--- config.mk ---
export PLATFORM = sky130hd
export DESIGN_NAME = serial_adder_flat
export DESIGN_NICKNAME = d
export VERILOG_FILES = /design/src/rtl/serial_adder_pkg.sv /design/src/rtl/serial_adder_if.sv /design/src/rtl/full_adder.sv /design/src/rtl/serial_adder.sv /design/src/flat_wrapper.sv
export SDC_FILE = /design/constraint.sdc
export NUM_CORES = 1
export LEC_CHECK = 0
export BUFFER_PORTS_ARGS = -buffer_cell sky130_fd_sc_hd__buf_2
export CORE_ASPECT_RATIO = 1.4
export CORE_MARGIN = 2
export CORE_UTILIZATION = 44
export DETAILED_ROUTE_END_ITERATION = 7
export GPL_TIMING_DRIVEN = 0
export HOLD_SLACK_MARGIN = 0.08
export PLACE_DENSITY_LB_ADDON = 0.08
export SYNTH_ARGS = -nofsm -noshare
export SYNTH_HDL_FRONTEND = slang
export SYNTH_SLANG_ARGS = --single-unit
--- constraint.sdc ---
create_clock -name clk -period 1.6 [get_ports clk]
set_input_delay 0.24 -clock clk [delete_from_list [all_inputs] [get_ports clk]]
set_output_delay 0.24 -clock clk [all_outputs]
set_load 0.03 [all_outputs]
--- src/rtl/serial_adder_pkg.sv ---
// Shared definitions for the bit-serial adder: state encoding and counter sizing.
package serial_adder_pkg;

  localparam logic [1:0] ST_IDLE = 2'd0;
  localparam logic [1:0] ST_RUN  = 2'd1;
  localparam logic [1:0] ST_DONE = 2'd2;

  typedef enum logic [1:0] {
    S_IDLE = ST_IDLE,
    S_RUN  = ST_RUN,
    S_DONE = ST_DONE
  } state_e;

  // A one-bit adder still needs a one-bit counter.
  function automatic int cnt_width(input int w);
    return (w > 1) ? $clog2(w) : 1;
  endfunction

endpackage

--- src/rtl/serial_adder_if.sv ---
// Operand and result handshake bundle for serial_adder.
// The ovf signal exists only when SERIAL_ADDER_OVF_EN is defined.
interface serial_adder_if #(
  parameter int W = 4
);

  logic         in_valid;
  logic         in_ready;
  logic [W-1:0] a;
  logic [W-1:0] b;
  logic         cin;
  logic         out_valid;
  logic         out_ready;
  logic [W-1:0] sum;
  logic         cout;
`ifdef SERIAL_ADDER_OVF_EN
  logic         ovf;

  modport master (
    output in_valid, a, b, cin, out_ready,
    input  in_ready, out_valid, sum, cout, ovf
  );

  modport slave (
    input  in_valid, a, b, cin, out_ready,
    output in_ready, out_valid, sum, cout, ovf
  );
`else
  modport master (
    output in_valid, a, b, cin, out_ready,
    input  in_ready, out_valid, sum, cout
  );

  modport slave (
    input  in_valid, a, b, cin, out_ready,
    output in_ready, out_valid, sum, cout
  );
`endif

endinterface

--- src/rtl/full_adder.sv ---
// Combinational one-bit full adder used as the serial adder's datapath slice.
module full_adder (
  input  logic a,
  input  logic b,
  input  logic cin,
  output logic sum,
  output logic cout
);

  assign sum  = a ^ b ^ cin;
  assign cout = (a & b) | (cin & (a ^ b));

endmodule

--- src/rtl/serial_adder.sv ---
// Bit-serial W-bit adder, LSB first, with valid/ready on both operand and result sides.
// Define SERIAL_ADDER_OVF_EN to add the registered two's-complement overflow flag.
module serial_adder
  import serial_adder_pkg::*;
#(
  parameter int W = 4
) (
  input  logic            clk,
  input  logic            rst_n,
  serial_adder_if.slave   bus
);

  localparam int CW = cnt_width(W);
  localparam logic [CW-1:0] LAST = CW'(W - 1);

  state_e         state_q, state_d;
  logic [W-1:0]   a_sh_q, a_sh_d;
  logic [W-1:0]   b_sh_q, b_sh_d;
  logic [W-1:0]   sum_sh_q, sum_sh_d;
  logic           carry_q, carry_d;
  logic [CW-1:0]  cnt_q, cnt_d;
  logic [W-1:0]   sum_q, sum_d;
  logic           cout_q, cout_d;
`ifdef SERIAL_ADDER_OVF_EN
  logic           ovf_q, ovf_d;
`endif

  logic fa_s;
  logic fa_c;

  full_adder u_fa (
    .a    (a_sh_q[0]),
    .b    (b_sh_q[0]),
    .cin  (carry_q),
    .sum  (fa_s),
    .cout (fa_c)
  );

  always_comb begin
    state_d  = state_q;
    a_sh_d   = a_sh_q;
    b_sh_d   = b_sh_q;
    sum_sh_d = sum_sh_q;
    carry_d  = carry_q;
    cnt_d    = cnt_q;
    sum_d    = sum_q;
    cout_d   = cout_q;
`ifdef SERIAL_ADDER_OVF_EN
    ovf_d    = ovf_q;
`endif
    case (state_q)
      S_IDLE: begin
        if (bus.in_valid) begin
          a_sh_d  = bus.a;
          b_sh_d  = bus.b;
          carry_d = bus.cin;
          cnt_d   = '0;
          state_d = S_RUN;
        end
      end
      S_RUN: begin
        a_sh_d   = a_sh_q >> 1;
        b_sh_d   = b_sh_q >> 1;
        sum_sh_d = W'({fa_s, sum_sh_q} >> 1);
        carry_d  = fa_c;
        if (cnt_q == LAST) begin
          // The final slice is the MSB: publish the result on this same edge.
          sum_d   = sum_sh_d;
          cout_d  = fa_c;
`ifdef SERIAL_ADDER_OVF_EN
          ovf_d   = carry_q ^ fa_c;
`endif
          state_d = S_DONE;
        end else begin
          cnt_d = cnt_q + CW'(1);
        end
      end
      S_DONE: begin
        if (bus.out_ready) begin
          state_d = S_IDLE;
        end
      end
      default: state_d = S_IDLE;
    endcase
  end

  always_ff @(posedge clk or negedge rst_n) begin
    if (!rst_n) begin
      state_q  <= S_IDLE;
      a_sh_q   <= '0;
      b_sh_q   <= '0;
      sum_sh_q <= '0;
      carry_q  <= 1'b0;
      cnt_q    <= '0;
      sum_q    <= '0;
      cout_q   <= 1'b0;
`ifdef SERIAL_ADDER_OVF_EN
      ovf_q    <= 1'b0;
`endif
    end else begin
      state_q  <= state_d;
      a_sh_q   <= a_sh_d;
      b_sh_q   <= b_sh_d;
      sum_sh_q <= sum_sh_d;
      carry_q  <= carry_d;
      cnt_q    <= cnt_d;
      sum_q    <= sum_d;
      cout_q   <= cout_d;
`ifdef SERIAL_ADDER_OVF_EN
      ovf_q    <= ovf_d;
`endif
    end
  end

  assign bus.in_ready  = (state_q == S_IDLE);
  assign bus.out_valid = (state_q == S_DONE);
  assign bus.sum       = sum_q;
  assign bus.cout      = cout_q;
`ifdef SERIAL_ADDER_OVF_EN
  assign bus.ovf       = ovf_q;
`endif

endmodule

--- src/flat_wrapper.sv ---
// flat-port wrapper written by rule: the top's interface ports become plain ports
module serial_adder_flat import serial_adder_pkg::*;
#(
  parameter int W = 4
)
  (clk, rst_n, bus_in_valid, bus_a, bus_b, bus_cin, bus_out_ready, bus_in_ready, bus_out_valid, bus_sum, bus_cout);
  serial_adder_if #(.W(W)) bus_i ();
  input  logic clk;
  input  logic rst_n;
  input wire logic [$bits(bus_i.in_valid)-1:0] bus_in_valid;
  input wire logic [$bits(bus_i.a)-1:0] bus_a;
  input wire logic [$bits(bus_i.b)-1:0] bus_b;
  input wire logic [$bits(bus_i.cin)-1:0] bus_cin;
  input wire logic [$bits(bus_i.out_ready)-1:0] bus_out_ready;
  output wire logic [$bits(bus_i.in_ready)-1:0] bus_in_ready;
  output wire logic [$bits(bus_i.out_valid)-1:0] bus_out_valid;
  output wire logic [$bits(bus_i.sum)-1:0] bus_sum;
  output wire logic [$bits(bus_i.cout)-1:0] bus_cout;
  assign bus_i.in_valid = bus_in_valid;
  assign bus_i.a = bus_a;
  assign bus_i.b = bus_b;
  assign bus_i.cin = bus_cin;
  assign bus_i.out_ready = bus_out_ready;
  assign bus_in_ready = bus_i.in_ready;
  assign bus_out_valid = bus_i.out_valid;
  assign bus_sum = bus_i.sum;
  assign bus_cout = bus_i.cout;
  serial_adder #(.W(W)) u_core (.clk(clk), .rst_n(rst_n), .bus(bus_i));
endmodule
==> run metrics <==
run status finished clean; routing usage on met1 0.210; placed instance count 116; Ant. Diodes 0; die area 2720 um^2; Max Slew Vio Count 0; sequential group share of total power 0.391; syn_nets 90; Worst Hold Class in -> reg; CP arrival 1.28 ns; count of final setup violators 0; yosys warns 0; Die Y 60.9 um; Sw Pwr 0.915 mW; Initial Util 0.468; layout cell share with drive strength beyond 1 0.495; Cell Area, Placed 1140 um^2; CP Max Fanout 10; Port Buffers 19; Nets 117; Mapped Area 1020 um^2; aggregate routed wire length 1830 um; clock buffer depth 2; clock slew at reported path FFs 0.11 ns; Root Driver clkbuf_4; largest net degree at the start of global routing 22; H-tree levels 1; Residual DRC 0; clk_skew 0.00136 ns; Layout Utilization 0.552; # clock sinks 21; clk_lat worst skew 0.30 ns; final instance area 1200 um^2; Synth area leaders dfrtp_1 52%, mux2_2 8.8%, o221a_2 7.7%; Yosys reg bits 21; leakage power 0.570 nW; initial drt markers 24; vias in the first global route 627; post-place setup slack 0.224 ns; via count 699; TritonRoute pass-1 iters 3; placed wire-length estimate 1250 um; Area Overhead vs Synth 18.1%; via/cell ratio 5.68; total congestion overflow 0; non-filler instance count after layout 123; die width 44.7 um; Setup WS post-layout 0.0806 ns; flop2flop setup slack 0.11 ns; met2 Use GR 0.234; crit end category output pin; Cells after Synth 75; endpoints failing hold 0; Tot GR Track Use 0.157; WL/cell 14.8 um; combinational share of power 0.507; CTS tree done; top-area cell type share of the netlist area 0.516; CTS Buf Count 3; area leader, netlist dfrtp_1; row count 20; final hold slack 0.134 ns; WP data required 1.36 ns; Total Power 2.43 mW; Final ANT Viol Nets 0; min Tclk post-route 1.52 ns; worst slew pin tran 0.461 ns; worst hold path cell count 2; met3 GRT Util 0.0298; IR drop worst, VDD 0.00129 V; Clock power frac 0.102; part of the cycle the worst path needs 0.950; Avg Inst Size Synth 13.6 um^2; Max-Cap Viols 0; unrepaired setup endpoints after global routing no; Core Area 2180 um^2; Pwr Density 2020 nW/um^2; CP startpoint kind register; RD Place Congestion 0.727; filler cell count 203; sequential fraction of the synthesis area 0.516; Crit Path Class reg -> out; antenna violations before repair 0; R2R depth 5; Cell variety after synth 24; GR peak layer met2; most frequent cells in the layout 20 x buf_2, 20 x dfrtp_1, 8 x mux2_2, 7 x or4b_1, 7 x o221a_2; cell-internal power 1.51 mW; Setup TNS Final 0 ns; first-pass GRT wire length 2950 um; Max-slew headroom 0.693; # IOs 20; switching part of the total 0.377; Fmax 658 MHz
registers in the layout, indices dropped and copies added, names as in the netlist:
register         count
u_core.bus.sum       4
u_core.cnt_q         2
u_core.carry_q       1
u_core.state_q       2
u_core.sum_sh_q      3
u_core.a_sh_q        4
u_core.b_sh_q        4
u_core.bus.cout      1
kinds of logic after synthesis:
group                    Yosys count  synth area share
buffers and inverters              9            0.0467
flip-flops                        21             0.516
adder cells (fa/ha/maj)            2            0.0319
AO/OA/AOI/OAI                     14             0.135
AND/OR/NAND/NOR                   21             0.182
multiplexers                       8            0.0885
cell type report:
type / count / area [um^2] / share of cell area
Clock buffer: 4 / 26.3 / 0.0219
Multi-Input combinational cell: 45 / 445 / 0.370
Buffer: 6 / 42.5 / 0.0354
Inverter: 3 / 11.3 / 0.00937
Sequential cell: 21 / 527 / 0.438
Timing Repair Buffer: 22 / 123 / 0.102
Tap cell: 22 / 27.5 / 0.0229
repair_timing:
action	4_1_cts	5_1_grt
endpoints found under the hold margin	21	0
resized for setup	3	1
hold buffers	1	0
buffers inserted	1	1
endpoints found under the setup margin	1	1
worst paths after layout:
| kind | start | end |
|---|---|---|
| worst max-delay path | u_core.state_q[0]$_DFFE_PN0P_ | bus_out_valid |
| worst min-delay path | bus_out_ready | u_core.state_q[1]$_DFFE_PN0P_ |
| worst max register to register | u_core.state_q[0]$_DFFE_PN0P_ | u_core.b_sh_q[0]$_DFFE_PN0P_ |
| worst min register to register | u_core.bus.sum[2]$_DFFE_PN0P_ | u_core.bus.sum[2]$_DFFE_PN0P_ |
| max in group asynchronous | rst_n | u_core.state_q[1]$_DFFE_PN0P_ |
| min in group asynchronous | rst_n | u_core.bus.sum[1]$_DFFE_PN0P_ |
layer usage:
| layer | part of all wire | vias up |
|---|---|---|
| li1 | - | 341 |
| met1 | 0.44 | 340 |
| met2 | 0.50 | 14 |
| met3 | 0.033 | 4 |
| met4 | 0.022 | 0 |
| met5 | 0 | - |
power by group through the flow:
| stage | Clock (mW) | Sequential (mW) | Combinational (mW) |
|---|---|---|---|
| finish | 0.248 | 0.950 | 1.23 |
| global route | 0.279 | 0.979 | 1.36 |
| CTS | 0.266 | 0.948 | 1.22 |
| detailed placement | 0 | 0.973 | 1.18 |
| global placement | 0 | 0.964 | 1.16 |
| floorplan | 0 | 1.06 | 0.813 |
worst max-delay path, stage by stage (launching register included):
cell and delay (ns):
dfrtp_1 0.41, buf_6 0.15, or2b_1 0.23, inv_1 0.05, buf_4 0.14
cell usage after synthesis (all sizes together):
| cell | number |
|---|---|
| or2b | 1 |
| fa | 1 |
| o211ai | 1 |
| nand3 | 2 |
| nor2 | 1 |
| a211o | 2 |
| nand2b | 4 |
| ha | 1 |
| o21ai | 1 |
| nor3b | 2 |
| inv | 3 |
| o21ba | 1 |
| or4b | 8 |
| clkbuf | 2 |
| dfrtp | 21 |
| a21oi | 1 |
| nor4bb | 2 |
| o221a | 7 |
| nand3b | 1 |
| mux2 | 8 |
| o221ai | 1 |
| buf | 4 |
Note: power is estimated with default switching activity, not from simulation.
